## config.mk

```make
export PLATFORM = sky130hd
export DESIGN_NAME = fetch_unit
export DESIGN_NICKNAME = d
export VERILOG_FILES = /design/src/rtl/fetch_unit.sv
export SDC_FILE = /design/constraint.sdc
export NUM_CORES = 1
export LEC_CHECK = 0
export ABC_CLOCK_PERIOD_IN_PS = 5500
export CORE_MARGIN = 3
export CORE_UTILIZATION = 35
export CTS_BUF_LIST = sky130_fd_sc_hd__clkbuf_4 sky130_fd_sc_hd__clkbuf_8
export CTS_CLUSTER_DIAMETER = 50
export CTS_CLUSTER_SIZE = 30
export DETAILED_ROUTE_END_ITERATION = 8
export PLACE_DENSITY_LB_ADDON = 0.05
export SLEW_MARGIN = 20
export SYNTH_ARGS = -nofsm -noshare
export SYNTH_HDL_FRONTEND = slang
export SYNTH_SLANG_ARGS = --single-unit
```

## constraint.sdc

```tcl
create_clock -name clk -period 5.5 [get_ports clk]
set_input_delay 0.825 -clock clk [delete_from_list [all_inputs] [get_ports clk]]
set_output_delay 0.825 -clock clk [all_outputs]
set_load 0.02 [all_outputs]
```

## src/rtl/fetch_unit.sv

```systemverilog
// fetch_unit: instruction-fetch stage owning the PC, the imem request/response
// handshake, stall/redirect handling and the InstrF/PCF/PCPlus4F/ValidF outputs.
module fetch_unit #(
  parameter logic [31:0] RESET_PC  = 32'h0000_0000,
  parameter logic [31:0] NOP_INSTR = 32'h0000_0013
) (
  input  logic        clk,
  input  logic        reset,
  input  logic        StallF,
  input  logic        PCSrcE,
  input  logic [31:0] PCTargetE,
  output logic        imem_req,
  output logic [31:0] imem_addr,
  input  logic        imem_ready,
  input  logic        imem_rvalid,
  input  logic [31:0] imem_rdata,
  output logic [31:0] InstrF,
  output logic [31:0] PCF,
  output logic [31:0] PCPlus4F,
  output logic        ValidF
);
  typedef enum logic [1:0] {FETCH, WAIT, HOLD, DROP} state_t;
  state_t state;
  logic [31:0] pc, buffer;
  logic rsp, adv, hs;
  always_comb begin
    rsp = state == WAIT && imem_rvalid;
    ValidF = rsp || state == HOLD;
    InstrF = state == HOLD ? buffer : rsp ? imem_rdata : NOP_INSTR;
    adv = ValidF && !StallF && !PCSrcE;
    imem_req = reset && !PCSrcE && (state == FETCH || (rsp && adv));
    imem_addr = state == WAIT ? pc + 32'd4 : pc;
    hs = imem_req && imem_ready;
    PCF = pc;
    PCPlus4F = pc + 32'd4;
  end
  // rvalid outside WAIT/DROP is a protocol error and deliberately ignored
  always_ff @(posedge clk or negedge reset)
    if (!reset) begin
      state <= FETCH;
      pc <= RESET_PC;
      buffer <= '0;
    end else begin
      pc <= PCSrcE ? PCTargetE & 32'hFFFF_FFFC : adv ? pc + 32'd4 : pc;
      if (rsp && StallF && !PCSrcE) buffer <= imem_rdata;
      case (state)
        FETCH: state <= hs ? WAIT : FETCH;
        WAIT:  state <= rsp ? (adv && hs ? WAIT : StallF && !PCSrcE ? HOLD : FETCH)
                            : PCSrcE ? DROP : WAIT;
        HOLD:  state <= adv || PCSrcE ? FETCH : HOLD;
        DROP:  state <= imem_rvalid ? FETCH : DROP;
      endcase
    end
endmodule
```

# After elaboration in Yosys (flattened, before gate mapping)
# Cells that the tools add are included.
[word_totals]
reg_bits = 66
word_cells = 38
out_inout_bits = 130
[classes]
muxes = 13
addsub = 1
reduce_logical = 18
n_eq_ne = 3
[op_table]
columns = ["operator", "count"]
rows = [
  ["two-way mux 32 bit", 5],
  ["adder 32 x 3 -> 32 bit (second input constant)", 1],
  ["two-way mux 2 bit", 6],
  ["logical AND 1 bit", 11],
  ["one-hot mux 2 bit (4 select lines)", 1],
  ["== test 2 bit (second input constant)", 2],
  ["logical OR 1 bit", 3],
  ["== test 2 x 1 -> 1 bit (second input constant)", 1],
  ["logical NOT 1 bit", 2],
  ["logical NOT 2 bit", 1],
  ["nonzero test 2 bit", 1],
  ["two-way mux 1 bit", 1],
]

# Depth between registers and ports, before layout
# Gate-level depths: netlist of run 1.
[logic_depth]
depth_word = 13
mapped_depth = 7
depth_no_buf = 5

# Worst setup path after synthesis of run 1
# No wires, ideal clock.
[synth_path]
path_kind = "register to output"
from = "register pc[2], in the netlist PCF[2]"
to = "output imem_addr[24]"
required_ns = 4.675
n_path_buf = 1
path_stages_with_launch = 7
path_slack_ns = 2.255
arrival_ns = 2.420
cell_sequence = "dfrtp_1 -> ha_1 -> nand3_2 -> or4_4 -> buf_2 -> nor4_2 -> xor2_1"
[synth_via]
elab_chain_len = 2
[synth_lines]
columns = ["item", "line_no", "text"]
rows = [
  ["from (decl)", "24", "logic [31:0] pc, buffer;"],
  ["from (signal assigned)", "44", "pc <= PCSrcE ? PCTargetE & 32'hFFFF_FFFC : adv ? pc + 32'd4 : pc;"],
  ["adder 32 x 3 -> 32 bit", "32", "imem_addr = state == WAIT ? pc + 32'd4 : pc;"],
  ["two-way mux 32 bit", "32", ""],
  ["to (decl)", "13", "output logic [31:0] imem_addr,"],
]
# Every way passes these cells.

# Worst setup path in the final report of run 1
# Same ends and word-level chain as after synthesis.

==> results of run 1 <==
==> power by group through the flow <==
stage	registers, mW	logic (mW)	clock network [mW]
2_1_floorplan	0.651	0.357	0
3_3_place_gp	0.673	0.606	0
3_5_place_dp	0.680	0.613	0
4_1_cts	0.671	0.616	0.484
5_1_grt	0.688	0.653	0.505
6_report	0.670	0.607	0.472
==> stage by stage <==
stage	instance area, um^2	hold slack [ns]	power, mW	instances
floorplan	4640	0.481	1.01	522
global placement	6540	0.489	1.28	829
detailed placement	6540	0.496	1.29	829
CTS	6770	0.514	1.77	845
global route	6770	0.529	1.85	845
finish	6770	0.511	1.75	845
==> per-layer routing <==
layer	vias up	GRT usage	share of wire
met3	19	0.0704	0.087
met2	153	0.336	0.47
met4	0	0.0644	0.014
li1	2159	-	-
met1	2166	0.258	0.43
met5	-	0	0
==> logic make-up after synthesis <==
logic type,synth area share
fa+ha+maj,0.00271
xor+xnor,0.123
other cells,0.000812
simple gates,0.210
mux,0.0824
buf+inv,0.0729
compound gates,0.161
flops,0.347
==> worst max-delay path: cells and delay by family (launching register included) <==
| kind | cells | cell delay, ns |
|---|---|---|
| flops | 1 | 0.48 |
| fa+ha+maj | 1 | 0.35 |
| xor+xnor | 1 | 0.17 |
| buf+inv | 1 | 0.62 |
| simple gates | 3 | 1.26 |
==> sequential cells by signal, summed over array words and instances (netlist names) <==
signal,count
buffer,32
PCF,30
state,2
==> layout make-up <==
| type | count | area share |
|---|---|---|
| Inverter | 12 | 0.00666 |
| Timing Repair Buffer | 198 | 0.289 |
| Clock inverter | 5 | 0.0118 |
| Tap cell | 172 | 0.0318 |
| Sequential cell | 64 | 0.237 |
| Multi-Input combinational cell | 383 | 0.402 |
| Clock buffer | 11 | 0.0214 |
==> placed cells by master (no fill, tap or decap), types with 5 or more instances in the layout <==
| cell | instances |
|---|---|
| inv_1 | 11 |
| nand4_1 | 18 |
| xnor2_1 | 48 |
| clkbuf_8 | 10 |
| mux2_2 | 32 |
| nand2_1 | 46 |
| a22o_1 | 29 |
| dfrtp_1 | 64 |
| a2111oi_0 | 5 |
| buf_4 | 8 |
| o21ai_0 | 15 |
| conb_1 | 6 |
| and3_1 | 5 |
| nor3_1 | 8 |
| or4_1 | 5 |
| clkdlybuf4s50_1 | 189 |
| nor2_1 | 28 |
| nand3_1 | 29 |
| xor2_1 | 17 |
| o31ai_1 | 5 |
| nor4_1 | 6 |
| a31oi_1 | 10 |
| a21oi_1 | 5 |
==> how the worst min path moves through the flow <==
| stage | endpoint | depth (start not counted) |
|---|---|---|
| after floorplan | buffer[26]$_DFFE_PN0P_ | 1 |
| after global placement | buffer[24]$_DFFE_PN0P_ | 1 |
| after detailed placement | buffer[22]$_DFFE_PN0P_ | 1 |
| after CTS | buffer[22]$_DFFE_PN0P_ | 1 |
| after global routing | buffer[19]$_DFFE_PN0P_ | 1 |
| final | buffer[2]$_DFFE_PN0P_ | 1 |
==> Implementation_results.wiki, run 1 <==
{| class="wikitable"
! Metric !! Value
|-
| Maximum frequency from static timing analysis || 246 MHz
|-
| Setup crit start || PCF[2]$_DFFE_PN0P_
|-
| Number of DRC violations after detailed-routing iteration 0 || 199
|-
| Sum of negative setup slack || 0 ns
|-
| Via count normalized by instance count || 5.32
|-
| Pins over their slew limit || 0
|-
| Synth Cell Area || 4620 um^2
|-
| Synth Flop Type || dfrtp_1
|-
| Most instantiated cells after synthesis || 64 x dfrtp_1, 48 x xnor2_1, 46 x nand2_1
|-
| Maximum capacitance violations || 0
|-
| Synthesized instance count || 517
|-
| Outcome || finished clean
|-
| Combinational share of power || 0.347
|-
| Storage element area || 1600 um^2
|-
| Vias || 4497
|-
| Die extent in y || 121 um
|-
| Critical Path Fanout Max || 14
|-
| Distinct cells, synth || 60
|-
| Net switching fraction of the power || 0.337
|-
| Hold wc startpoint || buffer[2]$_DFFE_PN0P_
|-
| Synthesized area per cell || 8.93 um^2
|-
| Setup WS post-layout || 1.43 ns
|-
| Buffer depth of the longest clock path || 2
|-
| Critical Path End Type || primary output
|-
| Clock network fraction of design power || 0.270
|-
| Portion of the post-synthesis area used by sequential elements || 0.347
|-
| Master cell of the clock root buffer || clkbuf_8
|-
| Resized Gates After CTS || 0
|-
| Via count of the first global-routing pass || 4421
|-
| Post-route antenna net violation count || 0
|-
| Post-Route WL || 15100 um
|-
| Final setup violation count || 0
|-
| Reg2reg end || PCF[31]$_DFFE_PN0P_
|-
| Shortest clock period the worst path allows after layout || 4.07 ns
|-
| Worst-case headroom to the max-slew limit || 0.342
|-
| I/O Pins || 200
|-
| Final worst path period share || 0.740
|-
| Pin slew with the least headroom to its limit || 0.985 ns
|-
| Detailed placer's ending HPWL || 10700 um
|-
| RSZ-0062 raised after global routing || false
|-
| Tightest Hold Check Type || flip-flop to flip-flop
|-
| Weighted congestion at the end of routability-driven global placement || 0.839
|-
| Number of buffers inserted during clock tree synthesis || 9
|-
| Number of input and output port buffers inserted || 191
|-
| Remaining routing DRC violations || 0
|-
| Total routing usage reported by global routing || 0.206
|-
| Arrival @ worst endpoint || 3.25 ns
|-
| ANT cells || 0
|-
| Dominant cell type by area after synthesis || dfrtp_1
|-
| Number of setup buffers added after CTS || 0
|-
| Crit Path Class || flip-flop to primary output
|-
| Quantity of hold-fixing buffers added after cts || 0
|-
| Footprint of the multi-input gates || 2720 um^2
|-
| Internal power || 1.16 mW
|-
| Layout Skew || 0.00440 ns
|-
| Depth of the worst register-to-register path || 4
|-
| Wire length of the first global-routing pass || 23900 um
|-
| Ratio of total power to cell area || 259 nW/um^2
|-
| Critical path launch point type || flip-flop
|-
| Global-route congestion overflow total || 0
|-
| Number of hold-slack violations in the final timing report || 0
|-
| Cell types occupying the most area after synthesis || dfrtp_1 35%, xnor2_1 9.1%, mux2_2 7.8%
|-
| Number of flip-flops and latches in the synthesized netlist || 64
|-
| Critical R2R Launch || state[1]$_DFF_PN0_
|-
| Die area || 14600 um^2
|-
| Fill count || 1186
|-
| Row count || 41
|-
| Area share of the leading cell type in the synthesized netlist || 0.347
|-
| TritonCTS clock tree || built
|-
| Clock edge transition at the registers on the reported setup and hold paths || 0.07 ns
|-
| Clock latency at the later pin of the worst-skew pair || 0.35 ns
|-
| Pin count of the biggest net entering global routing || 65
|-
| Floorplan Core Area || 12800 um^2
|-
| Peak VDD IR || 0.177 mV
|-
| Number of clock sinks seen by CTS || 64
|-
| Endpoint required time on the critical path || 4.68 ns
|-
| Delay of the slowest critical-path stage || 0.70 ns
|-
| Post-synth ARST share || 1.00
|-
| Setup slack on the worst flop-to-flop path || 2.84 ns
|-
| Final design utilization || 0.530
|-
| Number of antenna violations at the first check in global routing || 0
|-
| Area added between synthesis and finish || 46.5%
|-
| Worst setup endpoint || imem_addr[24]
|-
| Pre-antenna DRT Iters || 4
|-
| Cell-by-cell trace of the critical path || ha_1 -> nand3_2 -> or4_4 -> nor4_2 -> xor2_1 -> clkdlybuf4s50_1
|-
| Post-synth EDFFs || 0
|-
| Total of warnings raised by yosys || 0
|-
| Cell with the largest stage delay on the worst path || or4_4
|-
| Share of post-route cells with drive strength above 1 || 0.108
|-
| Initial core utilization || 0.362
|-
| Final net count || 739
|-
| Reg power frac || 0.383
|-
| Switching component of the power || 0.589 mW
|-
| Width of the die || 121 um
|-
| Number of levels the H-tree was split into || 3
|-
| Most frequently used cell type in the post-synthesis netlist || dfrtp_1
|-
| Dpl ws || 1.71 ns
|-
| Static leakage power || 2.57 nW
|-
| Mean routed wirelength per cell || 17.8 um
|}
Power figures use the tool's default switching activity.
==> run 2: changes to the inputs <==
--- a/config.mk
+++ b/config.mk
@@ -5,7 +5,7 @@
 export SDC_FILE = /design/constraint.sdc
 export NUM_CORES = 1
 export LEC_CHECK = 0
-export ABC_CLOCK_PERIOD_IN_PS = 5500
+export ABC_CLOCK_PERIOD_IN_PS = 4190
 export CORE_MARGIN = 3
 export CORE_UTILIZATION = 35
 export CTS_BUF_LIST = sky130_fd_sc_hd__clkbuf_4 sky130_fd_sc_hd__clkbuf_8
==> constraint.sdc (replaced) <==
create_clock -name clk -period 4.19 [get_ports clk]
set_input_delay 0.6285 -clock clk [delete_from_list [all_inputs] [get_ports clk]]
set_output_delay 0.6285 -clock clk [all_outputs]
set_load 0.02 [all_outputs]
==> Implementation_results.wiki, run 2 (synthesis gave the netlist of run 1 again) <==
{| class="wikitable"
! Metric !! Value
|-
| Final Instance Count excl. Fillers || 848 (+0.36%)
|-
| Combinational share of power || 0.357 (+0.010)
|-
| Number of clock sinks seen by CTS || 64 (unchanged)
|-
| Most common library cell in the layout ignoring fill and taps || clkdlybuf4s50_1
|-
| Master cell of the clock root buffer || clkbuf_8
|-
| Initial core utilization || 0.362 (unchanged)
|-
| TritonCTS clock tree || built
|-
| Net switching fraction of the power || 0.349 (+0.0124)
|-
| Quantity of hold-fixing buffers added after cts || 0 (unchanged)
|-
| Pre-antenna DRT Iters || 4 (unchanged)
|-
| Setup slack on the worst flop-to-flop path || 1.57 ns (-1.27 ns)
|-
| Post-Route WL || 15200 um (+0.87%)
|-
| Layout Skew || 0.00930 ns (+0.00490 ns)
|-
| Outcome || finished clean
|-
| Critical path launch point type || flip-flop
|-
| Critical Path Fanout Max || 14 (unchanged)
|-
| Resized Gates After CTS || 0 (unchanged)
|-
| Global-route congestion overflow total || 0 (unchanged)
|-
| Final worst path period share || 0.921
|-
| Via count normalized by instance count || 5.34 (+0.27%)
|-
| Weighted congestion at the end of routability-driven global placement || 0.858 (+2.3%)
|-
| Area added between synthesis and finish || 46.9%
|-
| Maximum capacitance violations || 0 (unchanged)
|-
| Floorplan Core Area || 12800 um^2 (unchanged)
|-
| Row count || 41 (unchanged)
|-
| Static leakage power || 2.58 nW (+0.49%)
|-
| Worst-case headroom to the max-slew limit || 0.383 (+0.0410)
|-
| Endpoint required time on the critical path || 3.56 ns (-1.12 ns)
|-
| Cell-by-cell trace of the critical path || ha_1 -> nand3_2 -> or4_4 -> nor4_2 -> xor2_1 -> clkdlybuf4s50_1
|-
| Total routing usage reported by global routing || 0.207 (+0.000914)
|-
| Cell with the largest stage delay on the worst path || or4_4
|-
| Largest register by flop count || buffer
|-
| Final setup violation count || 0 (unchanged)
|-
| Number of hold-slack violations in the final timing report || 0 (unchanged)
|-
| Crit Path Class || flip-flop to primary output
|-
| Peak VDD IR || 0.308 mV (+75%)
|-
| Number of buffers inserted during clock tree synthesis || 9 (unchanged)
|-
| Via count of the first global-routing pass || 4468 (+1.1%)
|-
| Switching component of the power || 0.784 mW (+33%)
|-
| Remaining routing DRC violations || 0 (unchanged)
|-
| Detailed placer's ending HPWL || 10800 um (+0.94%)
|-
| Maximum frequency from static timing analysis || 259 MHz
|-
| Sum of negative setup slack || 0 ns (unchanged)
|-
| Shortest clock period the worst path allows after layout || 3.86 ns
|-
| Vias || 4525 (+0.62%)
|-
| Share of post-route cells with drive strength above 1 || 0.112 (+0.00396)
|-
| Number of setup buffers added after CTS || 0 (unchanged)
|-
| Final net count || 742 (+0.41%)
|-
| Cell area after placement || 6580 um^2 (+0.54%)
|-
| Final design utilization || 0.531 (+0.00127)
|-
| Width of the die || 121 um (unchanged)
|-
| Clock network fraction of design power || 0.250 (-0.020)
|-
| Fill count || 1187 (+0.084%)
|-
| Delay of the slowest critical-path stage || 0.69 ns (about the same)
|-
| Clock latency at the later pin of the worst-skew pair || 0.36 ns (about the same)
|-
| I/O Pins || 200 (unchanged)
|-
| Ratio of total power to cell area || 331 nW/um^2 (+28%)
|-
| Internal power || 1.46 mW (+26%)
|-
| Buffer depth of the longest clock path || 2 (unchanged)
|-
| Post-placement cell count || 832 (+0.36%)
|-
| Number of input and output port buffers inserted || 191 (unchanged)
|-
| Number of levels the H-tree was split into || 3 (unchanged)
|-
| Mean routed wirelength per cell || 17.9 um (+0.51%)
|-
| Max reg flops || 32 (unchanged)
|-
| Die area || 14600 um^2 (unchanged)
|-
| Clock edge transition at the registers on the reported setup and hold paths || 0.07 ns (about the same)
|-
| Die extent in y || 121 um (unchanged)
|-
| Wire length of the first global-routing pass || 24100 um (+0.84%)
|-
| Number of DRC violations after detailed-routing iteration 0 || 249 (+25%)
|-
| RSZ-0062 raised after global routing || false
|-
| Arrival @ worst endpoint || 3.23 ns (-0.02 ns)
|-
| Pin count of the biggest net entering global routing || 54 (-17%)
|-
| Critical Path End Type || primary output
|-
| Pin slew with the least headroom to its limit || 0.924 ns (-0.0613 ns)
|-
| Number of antenna violations at the first check in global routing || 0 (unchanged)
|-
| Post-route antenna net violation count || 0 (unchanged)
|-
| Tightest Hold Check Type || primary input to asynchronous set/reset pin
|-
| Total non-filler cell area in the finished layout || 6780 um^2 (+0.24%)
|-
| Pins over their slew limit || 0 (unchanged)
|-
| Reg power frac || 0.393 (+0.010)
|-
| ANT cells || 0 (unchanged)
|-
| Top library cells by usage in the layout, fill and taps aside || 189 x clkdlybuf4s50_1, 64 x dfrtp_1, 48 x xnor2_1
|}
## run 2: cell count changes in the layout (fill, tap and decap cells not counted)
| cell | before | now |
|---|---|---|
| bufinv_16 | 2 | 1 |
| clkbuf_4 | 1 | 0 |
| buf_4 | 8 | 10 |
| buf_12 | 0 | 1 |
| clkinvlp_4 | 2 | 1 |
| clkinv_4 | 0 | 3 |
## run 2: power groups by stage
| stage | clock, mW | sequential (mW) | combinational, mW |
|---|---|---|---|
| after detailed placement | 0 | 0.893 | 0.810 |
| after global placement | 0 | 0.883 | 0.799 |
| after floorplan | 0 | 0.854 | 0.469 |
| final | 0.562 | 0.882 | 0.802 |
| after global routing | 0.615 | 0.906 | 0.862 |
| after CTS | 0.589 | 0.883 | 0.812 |
## run 2: worst max-delay path, delay by kind of cell (launching register included)
kind / cells / cell delay, ns
flip-flops: 1 / 0.47
adder cells (fa/ha/maj): 1 / 0.33
buffers and inverters: 1 / 0.62
AND/OR/NAND/NOR: 3 / 1.27
XOR/XNOR: 1 / 0.17
## run 2: final timing paths
kind / from / end / cells after the start
worst max-delay path: PCF[2]$_DFFE_PN0P_ / imem_addr[24] / 6
min in group clk: buffer[9]$_DFFE_PN0P_ / buffer[9]$_DFFE_PN0P_ / 1
worst min-delay path: reset / PCF[7]$_DFFE_PN0P_ / 1
max in group asynchronous: reset / buffer[18]$_DFFE_PN0P_ / 2
worst min register to register: buffer[9]$_DFFE_PN0P_ / buffer[9]$_DFFE_PN0P_ / 1
worst max register to register: state[1]$_DFF_PN0_ / buffer[23]$_DFFE_PN0P_ / 3
## run 2: layer usage
metal  wire length [um]  track usage
met5                  0            0
met3               1350       0.0783
met4                119       0.0475
met2               7390        0.340
met1               6350        0.259
## run 2: final cells by class
| type | count | area [um^2] | share of cell area |
|---|---|---|---|
| clock buffer | 10 | 138 | 0.0203 |
| clock inverter | 6 | 68.8 | 0.0101 |
| timing repair buffer | 201 | 1990 | 0.294 |
| tap | 172 | 215 | 0.0317 |
| multi-input combinational | 383 | 2720 | 0.401 |
| inverter | 12 | 45.0 | 0.00664 |
| sequential | 64 | 1600 | 0.236 |
## run 2: metrics by stage
step | hold WS, ns | power (mW) | setup WS [ns]
after floorplan | 0.333 | 1.32 | 1.14
after global placement | 0.490 | 1.68 | 0.715
after detailed placement | 0.496 | 1.70 | 0.702
after CTS | 0.176 | 2.28 | 0.291
after global routing | 0.188 | 2.38 | 0.136
final | 0.183 | 2.25 | 0.332
==> RTL change 1: new RTL, settings of run 1 <==
Make the reset (`reset`) synchronous in one clocked block.
--- a/src/rtl/fetch_unit.sv
+++ b/src/rtl/fetch_unit.sv
@@ -35,7 +35,7 @@
     PCPlus4F = pc + 32'd4;
   end
   // rvalid outside WAIT/DROP is a protocol error and deliberately ignored
-  always_ff @(posedge clk or negedge reset)
+  always_ff @(posedge clk)
     if (!reset) begin
       state <= FETCH;
       pc <= RESET_PC;
Formal check against the unedited RTL: differs if reset is asserted again (counterexample within 4 cycles, from zero or initial values and one cycle with reset low); with reset held inactive, the same outputs for 10 cycles.
==> RTL change 1 against run 1 <==
Core utilization increased by 2.1 points. Area after synthesis decreased by 6.8%. Cell count increased by 3.6%. Setup slack improved by 2.1 ps. Sequential cell count unchanged. Wire length decreased by 1.2%. Power decreased by 27%. Design area decreased by 4.7%. Fmax about the same. Critical path type unchanged. Largest cell class unchanged. Largest power group unchanged.
==> RTL change 1: results <==
metrics = {
    "status": {
        "outcome": "complete, no violations",
    },
    "cells_and_area": {
        "seq_share": 0.199,
        "multi_input_area_um2": 2770,
        "largest_reg_flops": 32,
        "final_area_um2": 6450,
        "fin_nets": 798,
        "fillers": 1153,
        "fin_cells": 875,
        "num-nonclk-buffers": 199,
        "final-clk-cell-share": 0.0320,
        "inverters": 10,
        "drive_gt1_frac": 0.0615,
        "buffer_area_frac": 0.306,
        "multi_input_comb_cells": 443,
    },
    "power": {
        "powerClk_w": 0.000435,
        "power_w": 0.00127,
        "peakVddDrop_uv": 131,
        "leakage_nw": 2.19,
        "comb_power_share": 0.253,
        "p_sw_frac": 0.310,
    },
    "clock_network": {
        "ctsHtreeMaxLevel": 3,
        "clock-root-buffer": "clkbuf_8",
        "clk_pin_slew_ps": 80,
    },
    "detailed_routing": {
        "wl_met2_um": 7220,
        "wl_met3_um": 1410,
        "via_count": 4813,
        "wirelength_um": 14900,
        "drt-met1-wl_um": 6120,
        "drt-initial-drc-count": 316,
    },
    "placement": {
        "dpl.hpwl_um": 10400,
        "place.gp.congestion": 0.778,
        "placedCellCount": 859,
        "place_ws_ps": 1580,
        "dpl-instance-area_um2": 6220,
    },
    "sta": {
        "skew_ps": 9.37,
        "worst_pin_slew_ps": 1120,
    },
    "worst_setup_path": {
        "path_delay_family": "simple AND/OR/NAND/NOR gates",
        "crit_path_max_incr_delay_ps": 910,
        "critPathSlowestCell": "nor3_1",
        "crit_fanout": 9,
        "reg2regPathDepth": 5,
        "critPathArrivalTime_ps": 3240,
    },
    "floorplanning": {
        "taps": 143,
    },
    "logic_synthesis": {
        "ys_types": 48,
        "async_flop_share": 0,
        "synthFlopType": "dfxtp_1",
        "seq_area_frac_synth": 0.298,
        "avgSynthCellArea_um2": 7.45,
        "synthTopCellsByCount": "nand2_1, dfxtp_1, clkbuf_1",
        "synthTopCellsByArea": "dfxtp_1, xnor2_1, nand2_1, a22o_1, a21oi_1",
    },
    "global_route": {
        "grtUsageTotal": 0.211,
        "grt_pass1_vias": 4518,
        "grt_max_degree": 41,
        "use_met1": 0.259,
        "grt_pass1_wl_um": 22900,
        "globalRouteMet3Util": 0.0663,
        "use_met2": 0.355,
    },
    "min_path": {
        "hold-path-cell-count": 2,
    },
}
## RTL change 1: cell types whose count changed in the layout (fill, tap and decap cells not counted), moves of 19 or more
cell / before / now
o21ai_0: 15 / 34
dfrtp_1: 64 / 0
dfxtp_1: 0 / 64
a21oi_1: 5 / 38
mux2_2: 32 / 0
nand2_1: 46 / 88
## RTL change 1: final timing paths
kind | from | to | slack, ps
min reg2reg | buffer[7]$_SDFFE_PN0P_ | buffer[7]$_SDFFE_PN0P_ | 450
max | PCF[4]$_SDFFE_PN0P_ | imem_addr[25] | 1430
min | buffer[7]$_SDFFE_PN0P_ | buffer[7]$_SDFFE_PN0P_ | 450
max reg2reg | PCF[3]$_SDFFE_PN0P_ | PCF[20]$_SDFFE_PN0P_ | 2920
## RTL change 1: cells by family after synthesis
kind of cell	after synthesis	synth area share
flip-flops	64	0.298
buffers and inverters	76	0.0756
AND/OR/NAND/NOR	218	0.259
other	1	0.000871
XOR/XNOR	60	0.122
adder cells (fa/ha/maj)	1	0.00291
AO/OA/AOI/OAI	158	0.242
==> RTL change 2: new RTL, config.mk and constraints of run 1 <==
Without the edit above. Set the parameter `NOP_INSTR` to 32'h00000010 (it was 32'h0000_0013).
--- a/src/rtl/fetch_unit.sv
+++ b/src/rtl/fetch_unit.sv
@@ -2,7 +2,7 @@
 // handshake, stall/redirect handling and the InstrF/PCF/PCPlus4F/ValidF outputs.
 module fetch_unit #(
   parameter logic [31:0] RESET_PC  = 32'h0000_0000,
-  parameter logic [31:0] NOP_INSTR = 32'h0000_0013
+  parameter logic [31:0] NOP_INSTR = 32'h00000010
 ) (
   input  logic        clk,
   input  logic        reset,
Formal check against the unedited RTL: not equivalent (a bounded check fails within 4 cycles, from zero or initial values and one cycle with reset low).
==> RTL change 2 against run 1 <==
Wire length is 0.42% higher. Sequential cell count unchanged. Setup slack worse by 160 ps. Core utilization is 0.14 points lower. Power down 2.8%. Area after synthesis about the same. Synthesized cell count unchanged. Design area is 0.26% lower. Critical path type unchanged. Largest power group unchanged.
==> RTL change 2: results <==
metrics = {
    "worst_setup_path": {
        "reg2reg_slack_ps": 2850,
        "timing.rr.end": "PCF[30]$_DFFE_PN0P_",
        "rr_startpoint": "PCF[2]$_DFFE_PN0P_",
        "reg2regPathDepth": 5,
        "critPathArrivalTime_ps": 3400,
    },
    "cells_and_area": {
        "buffer_area_frac": 0.290,
        "multi_input_comb_cells": 383,
        "fillers": 1184,
        "fin_nets": 739,
        "multi_input_area_um2": 2730,
        "diodes": 0,
        "final-clk-cell-share": 0.0298,
        "seq_share": 0.237,
    },
    "logic_synthesis": {
        "seq_area_frac_synth": 0.347,
        "synthMuxAreaShare": 0.0824,
        "synthTopCellsByCount": "dfrtp_1, xnor2_1, nand2_1",
        "synth_xor_area_frac": 0.123,
        "ys_warn_count": 0,
        "synthTopCellsByArea": "dfrtp_1, xnor2_1, mux2_2, a22o_1, nand2_1",
        "avgSynthCellArea_um2": 8.93,
        "synth_compound_area_frac": 0.161,
        "synthAdderAreaFrac": 0.00271,
    },
    "power": {
        "powerClk_w": 0.000421,
        "peakVddDrop_uv": 112,
        "leakage_nw": 2.58,
        "pg_comb_w": 0.000608,
        "p_sw_frac": 0.345,
    },
    "detailed_routing": {
        "wirelength_um": 15100,
        "route.detailed.drc": 0,
        "via_count": 4591,
        "drt-initial-drc-count": 444,
        "firstDrtPassIters": 7,
    },
    "min_path": {
        "hp-class": "in -> async",
    },
    "sta": {
        "skew_ps": 7.62,
        "slew_headroom": 0.341,
    },
    "placement": {
        "dpl.hpwl_um": 10600,
        "place.gp.congestion": 0.851,
    },
    "global_route": {
        "grt_pass1_vias": 4461,
        "grt_max_degree": 63,
        "grt_pass1_wl_um": 24300,
        "grtUsageTotal": 0.209,
    },
    "clock_network": {
        "post_cts_buffers": 0,
    },
    "status": {
        "outcome": "complete, no violations",
    },
}
RTL change 2: through the flow:
| stage | worst slack [ps] | cell area (um^2) | power, W | util | hold WS (ps) |
|---|---|---|---|---|---|
| floorplan | 2260 | 4640 | 0.00101 | - | 481 |
| global placement | 1560 | 6540 | 0.00128 | 0.512 | 489 |
| detailed placement | 1530 | 6540 | 0.00129 | 0.512 | 497 |
| CTS | 1110 | 6740 | 0.00172 | 0.528 | 248 |
| global route | 1120 | 6750 | 0.00180 | 0.528 | 249 |
| finish | 1270 | 6750 | 0.00170 | 0.528 | 263 |
RTL change 2: how the worst min path moves through the flow:
stage / start / endpoint / depth (start not counted)
detailed placement: buffer[26]$_DFFE_PN0P_ / buffer[26]$_DFFE_PN0P_ / 1
finish: reset / PCF[22]$_DFFE_PN0P_ / 1
floorplan: buffer[26]$_DFFE_PN0P_ / buffer[26]$_DFFE_PN0P_ / 1
global placement: buffer[9]$_DFFE_PN0P_ / buffer[9]$_DFFE_PN0P_ / 1
global route: reset / PCF[22]$_DFFE_PN0P_ / 1
CTS: reset / PCF[22]$_DFFE_PN0P_ / 1
RTL change 2: routing by layer:
layer | up-vias | share of wire | GRT usage
met5 | - | 0 | 0
met2 | 188 | 0.46 | 0.322
met4 | 0 | 0.017 | 0.0666
met1 | 2224 | 0.44 | 0.289
met3 | 19 | 0.080 | 0.0490
li1 | 2160 | - | -
RTL change 2: critical path, delay by kind of cell, from the launching register on:
kind          cells  cell delay (ps)
flops             1              500
simple gates      3             1360
fa+ha+maj         1              370
buf+inv           1              620
xor+xnor          1              190
RTL change 2: logic make-up after synthesis:
kind of cell,count (synthesis)
and+or+nand+nor,180
AOI/OAI and AO/OA,97
buffers and inverters,75
xor gates and xnor gates,65
DFF,64
muxes,34
adders and majority gates,1
other,1
